==> config.mk <==
export PLATFORM = sky130hd
export DESIGN_NAME = menu_sel_ctl
export DESIGN_NICKNAME = d
export VERILOG_FILES = /design/src/rtl/menu_sel_ctl_pkg.sv /design/src/rtl/menu_hit_test.sv /design/src/rtl/menu_sel_ctl.sv
export SDC_FILE = /design/constraint.sdc
export NUM_CORES = 1
export LEC_CHECK = 0
export ABC_CLOCK_PERIOD_IN_PS = 1900
export BUFFER_PORTS_ARGS = -buffer_cell sky130_fd_sc_hd__buf_2
export CAP_MARGIN = 20
export CORE_AREA = 2 2 88 90
export CTS_CLUSTER_DIAMETER = 120
export DETAILED_ROUTE_END_ITERATION = 6
export DIE_AREA = 0 0 90 92
export PLACE_DENSITY = 0.74
export SYNTH_ARGS = -nofsm -noshare
export SYNTH_HDL_FRONTEND = slang
export SYNTH_SLANG_ARGS = --single-unit
==> constraint.sdc <==
create_clock -name pclk -period 1.9 [get_ports pclk]
set_clock_uncertainty 0.2 [all_clocks]
set_input_delay 0.475 -clock pclk [delete_from_list [all_inputs] [get_ports pclk]]
set_output_delay 0.475 -clock pclk [all_outputs]
set_load 0.02 [all_outputs]
==> src/rtl/menu_sel_ctl_pkg.sv <==
// rtl/menu_sel_ctl_pkg.sv - shared types and constants for the menu selection stage
package menu_sel_ctl_pkg;

    localparam int VGA_CNT_W = 11;
    localparam int RGB_W     = 12;
    localparam int POS_W     = 12;

    localparam logic [11:0] COL_BTN_DEF = 12'h448;
    localparam logic [11:0] COL_HOV_DEF = 12'h88F;
    localparam logic [11:0] COL_PRS_DEF = 12'hFF0;
    localparam logic [11:0] COL_CURSOR  = 12'hFFF;
    localparam logic [11:0] COL_BLANK   = 12'h000;

    typedef enum logic [1:0] {
        ST_IDLE    = 2'd0,
        ST_PRESSED = 2'd1,
        ST_SELECT  = 2'd2,
        ST_DONE    = 2'd3
    } sel_state_t;

endpackage

==> src/rtl/menu_hit_test.sv <==
// rtl/menu_hit_test.sv - combinational map of a 12-bit (x, y) point to the menu item it lies in
//   x, y : point to test (12 bits; anything with bit 11 set never hits)
//   hit  : point lies inside one of the N_ITEMS buttons
//   idx  : index of that button (0 when no hit)
module menu_hit_test
    import menu_sel_ctl_pkg::*;
#(
    parameter int N_ITEMS = 3,
    parameter int IDX_W   = 3,
    parameter int BTN_X   = 272,
    parameter int BTN_W   = 256,
    parameter int BTN_Y0  = 160,
    parameter int BTN_H   = 64,
    parameter int BTN_GAP = 32
) (
    input  logic [POS_W-1:0] x,
    input  logic [POS_W-1:0] y,
    output logic             hit,
    output logic [IDX_W-1:0] idx
);

    int xi;
    int yi;
    int top;

    // Bounds are half-open; buttons never overlap so at most one k matches.
    always_comb begin
        hit = 1'b0;
        idx = '0;
        xi  = int'(x);
        yi  = int'(y);
        top = 0;
        if (!x[POS_W-1] && !y[POS_W-1] && (xi >= BTN_X) && (xi < BTN_X + BTN_W)) begin
            for (int k = 0; k < N_ITEMS; k++) begin
                top = BTN_Y0 + k * (BTN_H + BTN_GAP);
                if ((yi >= top) && (yi < top + BTN_H)) begin
                    hit = 1'b1;
                    idx = IDX_W'(k);
                end
            end
        end
    end

endmodule

==> src/rtl/menu_sel_ctl.sv <==
// rtl/menu_sel_ctl.sv - menu button overlay, mouse hit-test and press/release selection FSM
//   pclk, rst (async, active-low)
//   hcount_in/vcount_in/hsync_in/vsync_in/hblnk_in/vblnk_in/rgb_in : incoming VGA stream
//   xpos, ypos, mouse_left, menu_en                                : mouse and menu control
//   *_out                                                          : VGA stream delayed 2 cycles
//   hover_idx, hover_vld, sel_idx, sel_pulse                       : selection status
//   MENU_CURSOR_EN : when defined, draws a white crosshair at the latched mouse position
module menu_sel_ctl
    import menu_sel_ctl_pkg::*;
#(
    parameter int          N_ITEMS = 3,
    parameter int          IDX_W   = 3,
    parameter int          BTN_X   = 272,
    parameter int          BTN_W   = 256,
    parameter int          BTN_Y0  = 160,
    parameter int          BTN_H   = 64,
    parameter int          BTN_GAP = 32,
    parameter logic [11:0] COL_BTN = COL_BTN_DEF,
    parameter logic [11:0] COL_HOV = COL_HOV_DEF,
    parameter logic [11:0] COL_PRS = COL_PRS_DEF
) (
    input  logic                 pclk,
    input  logic                 rst,
    input  logic [VGA_CNT_W-1:0] hcount_in,
    input  logic [VGA_CNT_W-1:0] vcount_in,
    input  logic                 hsync_in,
    input  logic                 vsync_in,
    input  logic                 hblnk_in,
    input  logic                 vblnk_in,
    input  logic [RGB_W-1:0]     rgb_in,
    input  logic [POS_W-1:0]     xpos,
    input  logic [POS_W-1:0]     ypos,
    input  logic                 mouse_left,
    input  logic                 menu_en,
    output logic [VGA_CNT_W-1:0] hcount_out,
    output logic [VGA_CNT_W-1:0] vcount_out,
    output logic                 hsync_out,
    output logic                 vsync_out,
    output logic                 hblnk_out,
    output logic                 vblnk_out,
    output logic [RGB_W-1:0]     rgb_out,
    output logic [IDX_W-1:0]     hover_idx,
    output logic                 hover_vld,
    output logic [IDX_W-1:0]     sel_idx,
    output logic                 sel_pulse
);

    // Stage 1 pipeline registers
    logic [VGA_CNT_W-1:0] p1_hcount;
    logic [VGA_CNT_W-1:0] p1_vcount;
    logic                 p1_hsync;
    logic                 p1_vsync;
    logic                 p1_hblnk;
    logic                 p1_vblnk;
    logic [RGB_W-1:0]     p1_rgb;
    logic                 p1_hit;
    logic [IDX_W-1:0]     p1_idx;
    logic                 p1_en;

    logic                 pix_hit;
    logic [IDX_W-1:0]     pix_idx;
    logic [RGB_W-1:0]     pix_rgb;

    // Mouse position latch and hover
    logic                 vsync_prev;
    logic [POS_W-1:0]     lat_x;
    logic [POS_W-1:0]     lat_y;
    logic                 mouse_hit;
    logic [IDX_W-1:0]     mouse_idx;

    // Button synchroniser and edge detect
    logic [1:0]           ml_sync;
    logic                 ml_prev;
    logic                 press_edge;
    logic                 release_edge;

    // Selection FSM
    sel_state_t           state;
    sel_state_t           state_nxt;
    logic [IDX_W-1:0]     press_idx;
    logic [IDX_W-1:0]     press_idx_nxt;
    logic [IDX_W-1:0]     sel_idx_nxt;

    menu_hit_test #(
        .N_ITEMS (N_ITEMS),
        .IDX_W   (IDX_W),
        .BTN_X   (BTN_X),
        .BTN_W   (BTN_W),
        .BTN_Y0  (BTN_Y0),
        .BTN_H   (BTN_H),
        .BTN_GAP (BTN_GAP)
    ) u_pix_hit (
        .x   ({1'b0, hcount_in}),
        .y   ({1'b0, vcount_in}),
        .hit (pix_hit),
        .idx (pix_idx)
    );

    menu_hit_test #(
        .N_ITEMS (N_ITEMS),
        .IDX_W   (IDX_W),
        .BTN_X   (BTN_X),
        .BTN_W   (BTN_W),
        .BTN_Y0  (BTN_Y0),
        .BTN_H   (BTN_H),
        .BTN_GAP (BTN_GAP)
    ) u_mouse_hit (
        .x   (lat_x),
        .y   (lat_y),
        .hit (mouse_hit),
        .idx (mouse_idx)
    );

    always_ff @(posedge pclk or negedge rst) begin
        if (!rst) begin
            p1_hcount <= '0;
            p1_vcount <= '0;
            p1_hsync  <= 1'b0;
            p1_vsync  <= 1'b0;
            p1_hblnk  <= 1'b0;
            p1_vblnk  <= 1'b0;
            p1_rgb    <= '0;
            p1_hit    <= 1'b0;
            p1_idx    <= '0;
            p1_en     <= 1'b0;
        end else begin
            p1_hcount <= hcount_in;
            p1_vcount <= vcount_in;
            p1_hsync  <= hsync_in;
            p1_vsync  <= vsync_in;
            p1_hblnk  <= hblnk_in;
            p1_vblnk  <= vblnk_in;
            p1_rgb    <= rgb_in;
            p1_hit    <= pix_hit;
            p1_idx    <= pix_idx;
            p1_en     <= menu_en;
        end
    end

`ifdef MENU_CURSOR_EN
    int   cur_dx;
    int   cur_dy;
    logic cursor_hit;

    // Crosshair: a 3-wide vertical bar and a 3-tall horizontal bar, each +/-8 px.
    always_comb begin
        cur_dx     = int'(p1_hcount) - int'(lat_x);
        cur_dy     = int'(p1_vcount) - int'(lat_y);
        cursor_hit = ((cur_dx >= -1) && (cur_dx <= 1) && (cur_dy >= -8) && (cur_dy <= 8)) ||
                     ((cur_dy >= -1) && (cur_dy <= 1) && (cur_dx >= -8) && (cur_dx <= 8));
    end
`endif

    always_comb begin
        pix_rgb = p1_rgb;
        if (p1_en && p1_hit) begin
            if ((state == ST_PRESSED) && (p1_idx == press_idx)) begin
                pix_rgb = COL_PRS;
            end else if (hover_vld && (p1_idx == hover_idx)) begin
                pix_rgb = COL_HOV;
            end else begin
                pix_rgb = COL_BTN;
            end
        end
`ifdef MENU_CURSOR_EN
        if (cursor_hit) begin
            pix_rgb = COL_CURSOR;
        end
`endif
        if (p1_hblnk || p1_vblnk) begin
            pix_rgb = COL_BLANK;
        end
    end

    always_ff @(posedge pclk or negedge rst) begin
        if (!rst) begin
            hcount_out <= '0;
            vcount_out <= '0;
            hsync_out  <= 1'b0;
            vsync_out  <= 1'b0;
            hblnk_out  <= 1'b0;
            vblnk_out  <= 1'b0;
            rgb_out    <= '0;
        end else begin
            hcount_out <= p1_hcount;
            vcount_out <= p1_vcount;
            hsync_out  <= p1_hsync;
            vsync_out  <= p1_vsync;
            hblnk_out  <= p1_hblnk;
            vblnk_out  <= p1_vblnk;
            rgb_out    <= pix_rgb;
        end
    end

    // Position is only sampled at the start of vsync so a whole frame sees one cursor.
    always_ff @(posedge pclk or negedge rst) begin
        if (!rst) begin
            vsync_prev <= 1'b0;
            lat_x      <= '0;
            lat_y      <= '0;
            hover_vld  <= 1'b0;
            hover_idx  <= '0;
        end else begin
            vsync_prev <= vsync_in;
            if (vsync_in && !vsync_prev) begin
                lat_x <= xpos;
                lat_y <= ypos;
            end
            if (menu_en && mouse_hit) begin
                hover_vld <= 1'b1;
                hover_idx <= mouse_idx;
            end else begin
                hover_vld <= 1'b0;
            end
        end
    end

    always_ff @(posedge pclk or negedge rst) begin
        if (!rst) begin
            ml_sync <= 2'b00;
            ml_prev <= 1'b0;
        end else begin
            ml_sync <= {ml_sync[0], mouse_left};
            ml_prev <= ml_sync[1];
        end
    end

    assign press_edge   = ml_sync[1] && !ml_prev;
    assign release_edge = !ml_sync[1] && ml_prev;

    always_ff @(posedge pclk or negedge rst) begin
        if (!rst) begin
            state     <= ST_IDLE;
            press_idx <= '0;
            sel_idx   <= '0;
        end else begin
            state     <= state_nxt;
            press_idx <= press_idx_nxt;
            sel_idx   <= sel_idx_nxt;
        end
    end

    // Hover may wander off and back while held; only the hover at release matters.
    always_comb begin
        state_nxt     = state;
        press_idx_nxt = press_idx;
        sel_idx_nxt   = sel_idx;
        if (!menu_en) begin
            state_nxt = ST_IDLE;
        end else begin
            case (state)
                ST_IDLE: begin
                    if (press_edge && hover_vld) begin
                        state_nxt     = ST_PRESSED;
                        press_idx_nxt = hover_idx;
                    end
                end
                ST_PRESSED: begin
                    if (release_edge) begin
                        if (hover_vld && (hover_idx == press_idx)) begin
                            state_nxt   = ST_SELECT;
                            sel_idx_nxt = press_idx;
                        end else begin
                            state_nxt = ST_IDLE;
                        end
                    end
                end
                ST_SELECT: state_nxt = ST_DONE;
                ST_DONE:   state_nxt = ST_DONE;
                default:   state_nxt = ST_IDLE;
            endcase
        end
    end

    assign sel_pulse = (state == ST_SELECT);

endmodule

-- Word-level counts from Yosys, hierarchy flattened
Index checks and enable logic that the tools add are counted.
- multiplexer cells: 24
- order comparisons: 16
- reduce and logical (&&, ||, !) cells: 30
- equality and inequality tests: 8
- operators with widths (kind ; number):
    2-to-1 mux 12 bit ; 4
    greater-or-equal comparator 12 x 9 -> 1 bit (second input constant) ; 3
    greater-or-equal comparator 11 x 9 -> 1 bit (second input constant) ; 3
    less-than comparator 12 x 9 -> 1 bit (second input constant) ; 2
    less-than comparator 11 x 9 -> 1 bit (second input constant) ; 2
    logical AND 1 bit ; 19
    greater-or-equal comparator 12 x 8 -> 1 bit (second input constant) ; 1
    less-than comparator 12 x 10 -> 1 bit (second input constant) ; 1
    less-than comparator 12 x 8 -> 1 bit (second input constant) ; 1
    2-to-1 mux 2 bit ; 6
    greater-or-equal comparator 11 x 8 -> 1 bit (second input constant) ; 1
    less-than comparator 11 x 10 -> 1 bit (second input constant) ; 1
    less-than comparator 11 x 8 -> 1 bit (second input constant) ; 1
    2-to-1 mux 1 bit ; 11
    equality test 3 bit ; 3
    2-to-1 mux 3 bit ; 2
    inequality test 3 bit (second input constant) ; 2
    one-hot mux 2 bit (3 select lines) ; 1
    zero test 1 bit ; 5
    equality test 2 bit (second input constant) ; 2
    AND reduction 4 bit ; 1
    AND reduction 3 bit ; 1
    equality test 2 x 1 -> 1 bit (second input constant) ; 1
    zero test 2 bit ; 1
    other kinds (3) ; 3
- input port bits: 66
- output and inout bits: 46
- bits in registers: 120
- word-level logic and storage cells: 104

-- Logic depth before layout (Yosys ltp)
- depth after elaboration: 8
- mapped depth: 4
- gate-level depth less buffers: 4

-- Modules after synthesis
A second synthesis with hierarchy kept.
- cell total of the unflattened synthesis: 255
- area total of the unflattened synthesis: 4048.9 sq um
- modules (own cells, without submodules) (module ; cells each ; times used ; sequential area each (sq um) ; area an instance (sq um)):
    menu_sel_ctl ; 213 ; 1 ; 3002.9 ; 3751.1
    menu_hit_test ; 21 ; 2 ; 0.0 ; 148.9

-- Worst setup path after synthesis
Ideal clock, no wire load.
- path type: input port to flip-flop
- start: in menu_en
- end: reg hover_idx[0]
- path buffers: 0
- path slack: 0.165 ns
- arrival: 1.413 ns
- stages on the path: 4
- required time: 1.578 ns
- setup time: 0.122 ns
- path through: or4b_4 -> nor3_4 -> o211ai_1 -> a32o_1
- longest elaborated chain between the ends: 1
- ends and longest elaborated chain (what ; line ; source):
    start: declaration ; menu_sel_ctl.sv:34 ; input logic menu_en,
    logical AND 1 bit ; menu_sel_ctl.sv:209 ; if (menu_en && mouse_hit) begin
    end signal: assignment ; menu_sel_ctl.sv:211 ; hover_idx <= mouse_idx;
    end: declaration ; menu_sel_ctl.sv:42 ; output logic [IDX_W-1:0] hover_idx,
No other way between the ends.
A chain may end at the register's enable or synchronous reset.

-- Final worst setup path
- start: reg lat_y[10]
- end: reg hover_idx[0]
- longest elaborated chain between the ends: 7
- elaborated cells between the ends (all ways): 17
- those cells by class: order compare: 6; mux: 7; reduce/logical: 4
- ends and longest elaborated chain (what ; line ; source):
    start: declaration ; menu_sel_ctl.sv:67 ; logic [POS_W-1:0] lat_y;
    start signal: assignment ; menu_sel_ctl.sv:207 ; lat_y <= ypos;
    greater-or-equal comparator 12 x 8 -> 1 bit or less-than comparator 12 x 8 -> 1 bit (tied branches) ; menu_hit_test.sv:36 ; if ((yi >= top) && (yi < top + BTN_H)) begin
    logical AND 1 bit ; menu_hit_test.sv:36 ;
    2-to-1 mux 1 bit (3 in series) ; menu_hit_test.sv:36 ;
    2-to-1 mux 1 bit ; menu_hit_test.sv:33 ; if (!x[POS_W-1] && !y[POS_W-1] && (xi >= BTN_X) && (xi < BTN_X + BTN_W)) begin
    logical AND 1 bit ; menu_sel_ctl.sv:209 ;
Several ways; a longest one is shown, not always the timed one.

==> results.json <==
{
  "gp_congestion": 0.7566,
  "drt-initial-drc-count": 45,
  "async_flop_share": 1.000,
  "placementRows": 32,
  "ys_seq_area_frac": 0.7676,
  "synth_top_cell_area_share": 0.7676,
  "critPathMaxFanout": 3,
  "finalCriticalPeriod_ns": 1.780,
  "wire_per_inst_um": 13.16,
  "status": "complete, no violations",
  "worstHoldPathType": "primary input to register",
  "synth_ff_type": "dfrtp_1",
  "h-tree-depth": 3,
  "endpoint_kind": "register",
  "areaGrowthSynthToFinish_pct": 27.01,
  "setup_viol": 0,
  "fin_util": 0.5949,
  "dieArea_um2": 8280,
  "path_class": "register to register",
  "clockRootBuffer": "clkbuf_8",
  "synth_cell_types": 40,
  "fin_area_um2": 4431,
  "drtPass1Iterations": 4,
  "nets": 409,
  "clock-sinks": 107,
  "placed_area_um2": 4179,
  "dp_slack_ns": -0.04556,
  "grt_setup_unrepaired": "true",
  "grt_overflow": 0,
  "peakVddDrop_mv": 0.3903,
  "critPathArrivalTime_ns": 1.81,
  "grt_pass1_wl_mm": 9.542,
  "cp_cell_sequence": "or4b_4 -> nor3_4 -> o211ai_1 -> a32o_1",
  "power_density_nw_per_um2": 911.2,
  "floorplan.initialDensity": 0.4684,
  "slew_viol_final": 0,
  "finalHoldViolCount": 0,
  "synth.avg_cell_area_um2": 15.93,
  "die_h_um": 92,
  "yosys.area.top_type": "dfrtp_1",
  "numCtsBuffers": 9,
  "first_global_vias": 2006,
  "antenna_cells": 0,
  "grt_max_degree": 68,
  "period_share": 0.9367,
  "timing.critical_path.slowest_cell_delay_ns": 0.55,
  "ys_warn_count": 0,
  "remaining_drc_errors": 0,
  "finalSetupTns_ns": 0,
  "numPlacedInstances": 425,
  "ioPinCount": 112,
  "synth_edf_count": 0,
  "whs_ns": 0.02649,
  "synth_area_leaders": "dfrtp_1 (77%), mux2_2 (6.1%), xnor2_1 (1.3%), nor2_1 (1.1%), a21oi_1 (1.0%)",
  "grt_usage": 0.1492,
  "core_area_um2": 7447,
  "syn_area_um2": 3488,
  "cap_violations": 0,
  "num_vias": 2091,
  "ys_ff_latch": 107,
  "max_freq_mhz": 561.9,
  "drtAntennaViolNets": 0,
  "ctsLongestPathBuffers": 2,
  "die_w_um": 90,
  "cts_tree": "done",
  "syn_inst": 219,
  "drive_above_1_share": 0.4323,
  "cts_resized": 0,
  "port_buffers": 100,
  "fin_cells": 449,
  "clk_pin_slew_ns": 0.09,
  "worstPathRequired_ns": 1.93,
  "antenna_found_initial": 0,
  "detailed_place_hpwl_mm": 4.343,
  "layout_common_cells": "dfrtp_1 (107), buf_2 (99), mux2_2 (19), nor2_1 (10)",
  "final_common_cell": "dfrtp_1",
  "start_kind": "register",
  "crit_slowest_cell": "or4b_4",
  "clock_latency_ns": 0.35,
  "total_power_mw": 4.037,
  "avgViaCountPerCell": 4.657,
  "routed_wl_mm": 5.907,
  "p_leak_nw": 2.182,
  "layout_setup_ws_ns": 0.1203
}
-- Yosys cell counts, types with 2 or more instances --
cell,count
inv_1,2
a21oi_1,7
and2_1,2
nand2b_1,3
o21ai_0,7
nor4_1,2
nor2b_1,5
mux2i_1,2
nor3_1,3
o211ai_1,3
nor3b_1,3
xnor2_1,5
xor2_1,3
buf_4,2
buf_2,2
nand2_1,9
dfrtp_1,107
a31o_2,3
nor2_1,10
mux2_2,19
-- where the power goes --
group | switching, mW | leakage (nW) | internal (mW)
Clock | 0.703 | 0.0856 | 0.472
Sequential | 0.0709 | 1.30 | 2.41
Combinational | 0.197 | 0.800 | 0.186
Total | 0.971 | 2.18 | 3.07
-- critical path: cells and delay by family, from the launching register on --
kind,cells,cell delay [ns]
AOI/OAI and AO/OA,2,0.37
DFF,1,0.39
and+or+nand+nor,2,0.71
-- registers in the layout, summed over array words and instances, names as in the netlist, 7 cells and up --
signal,count
lat_x,8
lat_y,7
p1_hcount,11
hcount_out,11
p1_rgb,12
vcount_out,11
rgb_out,12
p1_vcount,11
-- timing repair --
item / 4_1_cts / 5_1_grt
hold endpoints to repair: 107 / 7
setup buffers: 0 / 1
setup endpoints to repair: 0 / 1
hold buffers: 1 / 7
-- logic make-up (layout without fill, tap and decap cells) --
family,after synthesis,in the layout,share of synthesized area
multiplexers,21,21,0.06707
flip-flops,107,107,0.7676
XOR/XNOR,8,8,0.02009
AO/OA/AOI/OAI,27,27,0.05058
other,1,2,0.001075
buffers and inverters,7,134,0.01040
AND/OR/NAND/NOR,48,48,0.08321
-- routing by layer --
layer / up-vias / GRT usage / part of all wire
li1: 993 / - / -
met1: 1023 / 0.1867 / 0.44
met2: 67 / 0.2506 / 0.50
met3: 8 / 0.04437 / 0.053
met4: 0 / 0.05000 / 0.014
met5: - / 0 / 0
-- area by class of cell --
type,instances,area (um2)
Fill cell,601,3017
Sequential cell,107,2678
Multi-Input combinational cell,106,778.2
Timing Repair Buffer,117,675.6
Tap cell,102,127.6
Clock buffer,9,123.9
Clock inverter,6,40.04
Inverter,2,7.507
-- final timing paths --
kind	from	to	slack [ns]	depth (start not counted)
min in group asynchronous	rst	rgb_out[2]	0.44	3
setup reg to reg	lat_y[10]	hover_idx[0]	0.12	4
setup / recovery	lat_y[10]	hover_idx[0]	0.12	4
hold reg to reg	p1_hcount[10]	hcount_out[10]	0.15	0
hold / removal	rgb_in[8]	p1_rgb[8]	0.03	1
max in group asynchronous	rst	p1_hcount[8]	0.75	3
Note: power is estimated with default switching activity, not from simulation.
